`config.mk`:
```
export PLATFORM = sky130hd
export DESIGN_NAME = alu_result_seg7_display
export DESIGN_NICKNAME = d
export VERILOG_FILES = /design/src/rtl/alu_disp_pkg.sv /design/src/rtl/seg7_decode.sv /design/src/rtl/alu_result_seg7_display.sv
export SDC_FILE = /design/constraint.sdc
export NUM_CORES = 1
export LEC_CHECK = 0
export CAP_MARGIN = 20
export CORE_UTILIZATION = 54
export CTS_BUF_LIST = sky130_fd_sc_hd__clkbuf_16
export DETAILED_ROUTE_END_ITERATION = 16
export PLACE_DENSITY = 0.76
export SYNTH_ARGS = -nofsm -noshare
export SYNTH_HDL_FRONTEND = slang
export SYNTH_SLANG_ARGS = --single-unit
```
`constraint.sdc`:
```
create_clock -name clk -period 3.18 [get_ports clk]
set_clock_uncertainty 0.1 [all_clocks]
set_input_delay 0.636 -clock clk [delete_from_list [all_inputs] [get_ports clk]]
set_output_delay 0.636 -clock clk [all_outputs]
set_load 0.01 [all_outputs]
```
`src/rtl/alu_disp_pkg.sv`:
```
// Shared types and constants for the ALU result display: FSM states, digit
// position codes, 7-segment patterns and the double-dabble adjust step.
package alu_disp_pkg;

    typedef enum logic [1:0] {
        ST_IDLE    = 2'd0,
        ST_CONVERT = 2'd1,
        ST_SHOW    = 2'd2
    } state_e;

    localparam logic [1:0] DIG_HUNDREDS = 2'd0;
    localparam logic [1:0] DIG_TENS     = 2'd1;
    localparam logic [1:0] DIG_ONES     = 2'd2;
    localparam logic [1:0] DIG_GAP      = 2'd3;

    localparam logic [6:0] SEG_0     = 7'h3F;
    localparam logic [6:0] SEG_1     = 7'h06;
    localparam logic [6:0] SEG_2     = 7'h5B;
    localparam logic [6:0] SEG_3     = 7'h4F;
    localparam logic [6:0] SEG_4     = 7'h66;
    localparam logic [6:0] SEG_5     = 7'h6D;
    localparam logic [6:0] SEG_6     = 7'h7D;
    localparam logic [6:0] SEG_7     = 7'h07;
    localparam logic [6:0] SEG_8     = 7'h7F;
    localparam logic [6:0] SEG_9     = 7'h6F;
    localparam logic [6:0] SEG_BLANK = 7'h00;

    // Double-dabble pre-shift correction: any BCD nibble >= 5 gets +3.
    function automatic logic [11:0] bcd_adjust(input logic [11:0] bcd);
        logic [11:0] res;
        res = bcd;
        for (int n = 0; n < 3; n++) begin
            if (res[n*4 +: 4] >= 4'd5) begin
                res[n*4 +: 4] = res[n*4 +: 4] + 4'd3;
            end
        end
        return res;
    endfunction

endpackage

```
`src/rtl/seg7_decode.sv`:
```
// BCD digit to active-high 7-segment pattern (bit0=a .. bit6=g); purely combinational.
// Codes 10..15 never occur in valid BCD and decode to blank.
module seg7_decode
    import alu_disp_pkg::*;
(
    input  logic [3:0] bcd_i,
    output logic [6:0] seg_o
);

    always_comb begin
        seg_o = SEG_BLANK;
        case (bcd_i)
            4'd0:    seg_o = SEG_0;
            4'd1:    seg_o = SEG_1;
            4'd2:    seg_o = SEG_2;
            4'd3:    seg_o = SEG_3;
            4'd4:    seg_o = SEG_4;
            4'd5:    seg_o = SEG_5;
            4'd6:    seg_o = SEG_6;
            4'd7:    seg_o = SEG_7;
            4'd8:    seg_o = SEG_8;
            4'd9:    seg_o = SEG_9;
            default: seg_o = SEG_BLANK;
        endcase
    end

endmodule

```
`src/rtl/alu_result_seg7_display.sv`:
```
// Captures an 8-bit ALU result, converts it to BCD over 8 cycles, then cycles
// hundreds/tens/ones/gap on one 7-segment display, DWELL_CYCLES per position.
module alu_result_seg7_display
    import alu_disp_pkg::*;
#(
    parameter int DWELL_CYCLES = 12_500_000,
    parameter int DWELL_W      = 24
) (
    input  logic       clk,
    input  logic       rst_n,
    input  logic       ena,
    input  logic [7:0] result_in,
    input  logic       result_valid,
    output logic       busy,
    output logic [6:0] seg_out,
    output logic       dp_out,
    output logic [1:0] digit_idx
);

    localparam logic [DWELL_W-1:0] DWELL_LAST = DWELL_W'(DWELL_CYCLES - 1);

    state_e             state_q, state_d;
    logic [7:0]         bin_q, bin_d;
    logic [11:0]        bcd_q, bcd_d;
    logic [2:0]         bit_cnt_q, bit_cnt_d;
    logic [DWELL_W-1:0] dwell_q, dwell_d;
    logic [1:0]         digit_idx_q, digit_idx_d;
    logic [6:0]         seg_q, seg_d;
    logic               dp_q, dp_d;
    logic               busy_q, busy_d;
    logic [3:0]         digit_sel;
    logic [6:0]         digit_seg;
    logic [11:0]        bcd_adj;

    assign bcd_adj = bcd_adjust(bcd_q);

    always_comb begin
        state_d     = state_q;
        bin_d       = bin_q;
        bcd_d       = bcd_q;
        bit_cnt_d   = bit_cnt_q;
        dwell_d     = dwell_q;
        digit_idx_d = digit_idx_q;

        case (state_q)
            ST_CONVERT: begin
                {bcd_d, bin_d} = {bcd_adj[10:0], bin_q, 1'b0};
                bit_cnt_d      = bit_cnt_q + 3'd1;
                if (bit_cnt_q == 3'd7) begin
                    state_d     = ST_SHOW;
                    dwell_d     = '0;
                    digit_idx_d = DIG_HUNDREDS;
                end
            end
            ST_SHOW: begin
                if (dwell_q == DWELL_LAST) begin
                    dwell_d     = '0;
                    digit_idx_d = digit_idx_q + 2'd1;
                end else begin
                    dwell_d = dwell_q + DWELL_W'(1);
                end
            end
            default: ;
        endcase

        // A new result is only accepted outside CONVERT; it overrides SHOW.
        if (result_valid && state_q != ST_CONVERT) begin
            state_d     = ST_CONVERT;
            bin_d       = result_in;
            bcd_d       = '0;
            bit_cnt_d   = '0;
            dwell_d     = '0;
            digit_idx_d = DIG_HUNDREDS;
        end
    end

    always_comb begin
        digit_sel = 4'd0;
        case (digit_idx_d)
            DIG_HUNDREDS: digit_sel = bcd_d[11:8];
            DIG_TENS:     digit_sel = bcd_d[7:4];
            DIG_ONES:     digit_sel = bcd_d[3:0];
            default:      digit_sel = 4'd0;
        endcase
    end

    seg7_decode u_seg7_decode (
        .bcd_i (digit_sel),
        .seg_o (digit_seg)
    );

    // Outputs are computed from next-state so the registered values line up
    // with the state they describe.
    always_comb begin
        busy_d = (state_d == ST_CONVERT);
        seg_d  = SEG_BLANK;
        dp_d   = 1'b0;
        if (state_d == ST_SHOW) begin
            seg_d = (digit_idx_d == DIG_GAP) ? SEG_BLANK : digit_seg;
            dp_d  = (digit_idx_d == DIG_ONES);
        end
    end

    always_ff @(posedge clk or negedge rst_n) begin
        if (!rst_n) begin
            state_q     <= ST_IDLE;
            bin_q       <= '0;
            bcd_q       <= '0;
            bit_cnt_q   <= '0;
            dwell_q     <= '0;
            digit_idx_q <= DIG_HUNDREDS;
            seg_q       <= SEG_BLANK;
            dp_q        <= 1'b0;
            busy_q      <= 1'b0;
        end else if (ena) begin
            state_q     <= state_d;
            bin_q       <= bin_d;
            bcd_q       <= bcd_d;
            bit_cnt_q   <= bit_cnt_d;
            dwell_q     <= dwell_d;
            digit_idx_q <= digit_idx_d;
            seg_q       <= seg_d;
            dp_q        <= dp_d;
            busy_q      <= busy_d;
        end
    end

    assign busy      = busy_q;
    assign seg_out   = seg_q;
    assign dp_out    = dp_q;
    assign digit_idx = digit_idx_q;

endmodule

```
==> results.md, run 1 <==
* Status: finished with violations
* Violated checks: setup timing
* Drt first pass iters at 4
* Sw Pwr at 1460 uW
* Critical path endpoint: seg_out[5]$_DFFE_PN0P_
* RSZ-0062 raised after global routing: true
* TritonCTS clock tree: yes
* Commonest non-fill, non-tap cell in the layout: dfrtp_1
* Synth warnings at 0
* Row cnt at 29
* Share of cells above drive strength 1 at 0.213
* Worst skew pair latency at 340 ps
* Antenna-violating nets left at 0
* Clock Sinks at 60
* Post-synth EDFFs at 0
* Worst path slowest cell: dfrtp_1
* Syn avg cell area at 9.27 um^2
* Clock Power Share at 0.270
* IR drop worst, VDD at 0.560 mV
* Seq cells post-synth at 60
* Worst Path Required at 3340 ps
* Switching portion of total power at 0.380
* Initial Util at 0.573
* Critical path type: register to register
* Die area at 0.00727 mm^2
* Synth Instances at 404
* Final HPWL DP at 6.28 mm
* Die Y-Extent at 85.3 um
* FILL cells at 501
* Final min period at 3240 ps
* Final instance area at 0.00471 mm^2
* Starting DRT DRC Count at 153
* # Max-Cap Violations at 0
* Power share of the combinational group at 0.458
* Power Density at 818 mW/mm^2
* Final WS setup at -61.2 ps
* Async set-reset flop share out of synthesis at 1.00
* Worst r2r path cells at 12
* Final setup fails at 1
* Commonest non-fill, non-tap cells in the layout: 60 x dfrtp_1, 42 x buf_4, 33 x a21oi_1, 33 x nand2_1, 31 x nor2_1
* P_leak at 0.00200 uW
* Final Hold Viols at 0
* Seq pwr share at 0.272
* Top cell type's share of synthesized area at 0.401
* Reg2Reg Capture Point: seg_out[5]$_DFFE_PN0P_
* Pins over their slew limit at 0
* Placed inst area at 0.00430 mm^2
* Dominant synthesized flop cell: dfrtp_1
* Antenna fix cells at 0
* Crit path max fanout at 4
* Cell mode on critical path: ha_1
* Cells taking the most area after synthesis: dfrtp_1 40%, ha_1 4.7%, a21oi_1 4.4%
* Clock Pin Slew Worst Setup and Hold Paths at 60 ps
* Global-route wire length before repair at 15.2 mm
* Ports at 23
* # H-tree levels at 3
* Via/cell ratio at 6.16
* CP startpoint kind: register
* Reg-to-reg startpoint: state_q[1]$_DFFE_PN0P_
* Port bufs at 22
* Pint at 2390 uW
* Relative slew margins at 0.673
* Antenna violations before repair at 0
* Seq/Total Area, Yosys at 0.401
* Worst path max stage delay at 430 ps
* Count of cell types in the netlist at 76
* Critical path arrival at 3400 ps
* Max clock buf depth at 2
* Footprint of the multi-input gates at 0.00217 mm^2
* Final WL at 9.19 mm
* Reg area at 0.00150 mm^2
* Layout area overhead at 25.8%
* Number of cells on the critical path at 12
* Final #Nets at 490
* Synth area leader: dfrtp_1
* CP top delay family: compound AO/OA/AOI/OAI gates
* Hold WC Path Type: input port to async pin
* Worst Path Buf+Inv at 2
* Final period util at 1.02
* CTS root buffer: clkbuf_16
* R2R setup slack at -60 ps
* Placeable core region at 0.00653 mm^2
* CTS Buf Count at 9
* Wire per inst at 16.8 um
* Largest net degree at the start of global routing at 37
* GRT Total Usage at 0.265
* Syn nets at 430
* Crit. Startpoint: state_q[1]$_DFFE_PN0P_
* Cell area after synthesis at 0.00374 mm^2
* Worst Setup End Kind: register
* Vias in the first global route at 3236
* DRC violations left at 0
* Die boundary width at 85.3 um
* GPL Wtd Cong at 0.873
* Total number of vias at 3361
* Overflow left after global routing at 0
* Fmax at 0.309 GHz
* Final TNS setup at -61.2 ps
* Slew @ Worst Pin at 486 ps
* Crit path cell chain: inv_1, ha_1, and2b_2, o221a_2, a41oi_1, nand2_2, mux2i_2, a32oi_4, inv_4, ha_1, nor3_1, a221o_1
## power by group through the flow
stage	clock network, uW	registers, uW	logic, uW
2_1_floorplan	0	1020	1110
3_3_place_gp	0	1050	1590
3_5_place_dp	0	1060	1640
4_1_cts	1050	1050	1660
5_1_grt	1080	1070	1930
6_report	1040	1050	1760
## metal layers
layer / share of wire / global-route usage / wire (um) / up-vias
met2: 0.50 / 0.454 / 4640 / 59
met1: 0.45 / 0.338 / 4100 / 1657
met5: 0 / 0 / 0 / -
met3: 0.027 / 0.0389 / 246 / 21
li1: - / - / - / 1624
met4: 0.023 / 0.112 / 212 / 0
## cell type report
cell class | count | area share
sequential | 60 | 0.319
clock inverter | 7 | 0.0197
timing repair buffer | 65 | 0.115
clock buffer | 9 | 0.0478
tap | 77 | 0.0205
inverter | 21 | 0.0173
multi-input combinational | 307 | 0.461
## state kept, by name (all words and copies together) (netlist names)
signal     flops
seg_out        7
busy           1
dp_out         1
bin_q          8
bcd_q         12
dwell_q       24
state_q        2
bit_cnt_q      3
digit_idx      2
## kinds of logic after synthesis
group / synth area share
AOI/OAI and AO/OA: 0.255
DFF: 0.401
adders and majority gates: 0.0468
muxes: 0.0164
buffers and inverters: 0.0434
xor gates and xnor gates: 0.0374
and+or+nand+nor: 0.200
## cells in the mapped netlist (all sizes together), types with 4 or more instances
cell type,count
dfrtp,60
nand2,35
nor2,35
a21oi,34
o21ai,33
inv,21
ha,14
clkbuf,13
nand3,13
or3,12
a32o,10
nor3,9
xor2,9
nand2b,8
o22ai,7
xnor2,7
a22oi,5
mux2i,5
nor3b,4
o41ai,4
## worst min path at each step
stage                        startpoint                  endpoint  slack [ps]  cells past startpoint
2_1_floorplan                     rst_n      bcd_q[0]$_DFFE_PN0P_         240                      0
3_3_place_gp   bit_cnt_q[1]$_DFFE_PN0P_  bit_cnt_q[1]$_DFFE_PN0P_         380                      1
3_5_place_dp     seg_out[2]$_DFFE_PN0P_    seg_out[2]$_DFFE_PN0P_         380                      1
4_1_cts                           rst_n    dwell_q[0]$_DFFE_PN0P_         230                      2
5_1_grt                           rst_n    dwell_q[3]$_DFFE_PN0P_         260                      2
6_report                          rst_n    dwell_q[0]$_DFFE_PN0P_         220                      2
## through the flow
stage                     instances   util  total power, uW  hold WS, ps  setup WS (ps)
final                           546  0.721             3850          221          -61.2
after global routing            546  0.721             4070          256           -193
after CTS                       544  0.708             3760          227           36.6
after detailed placement        528  0.659             2700          379           -244
after global placement          528  0.659             2640          377           -165
after floorplan                 404      -             2140          240          0.276
## what timing repair did
| item | 4_1_cts | 5_1_grt |
|---|---|---|
| cloned | 0 | 0 |
| pin swaps | 0 | 1 |
| hold buffers | 0 | 0 |
| gates resized for setup | 1 | 15 |
| setup buffers | 0 | 2 |
| setup endpoints to repair | 2 | 7 |
Note: power is estimated with default switching activity, not from simulation.
==> run 2: changes to the inputs <==
- GPL_TIMING_DRIVEN: default -> 1
==> results of run 2 <==
No change in the layout: final DEF, timing and power equal those of run 1.
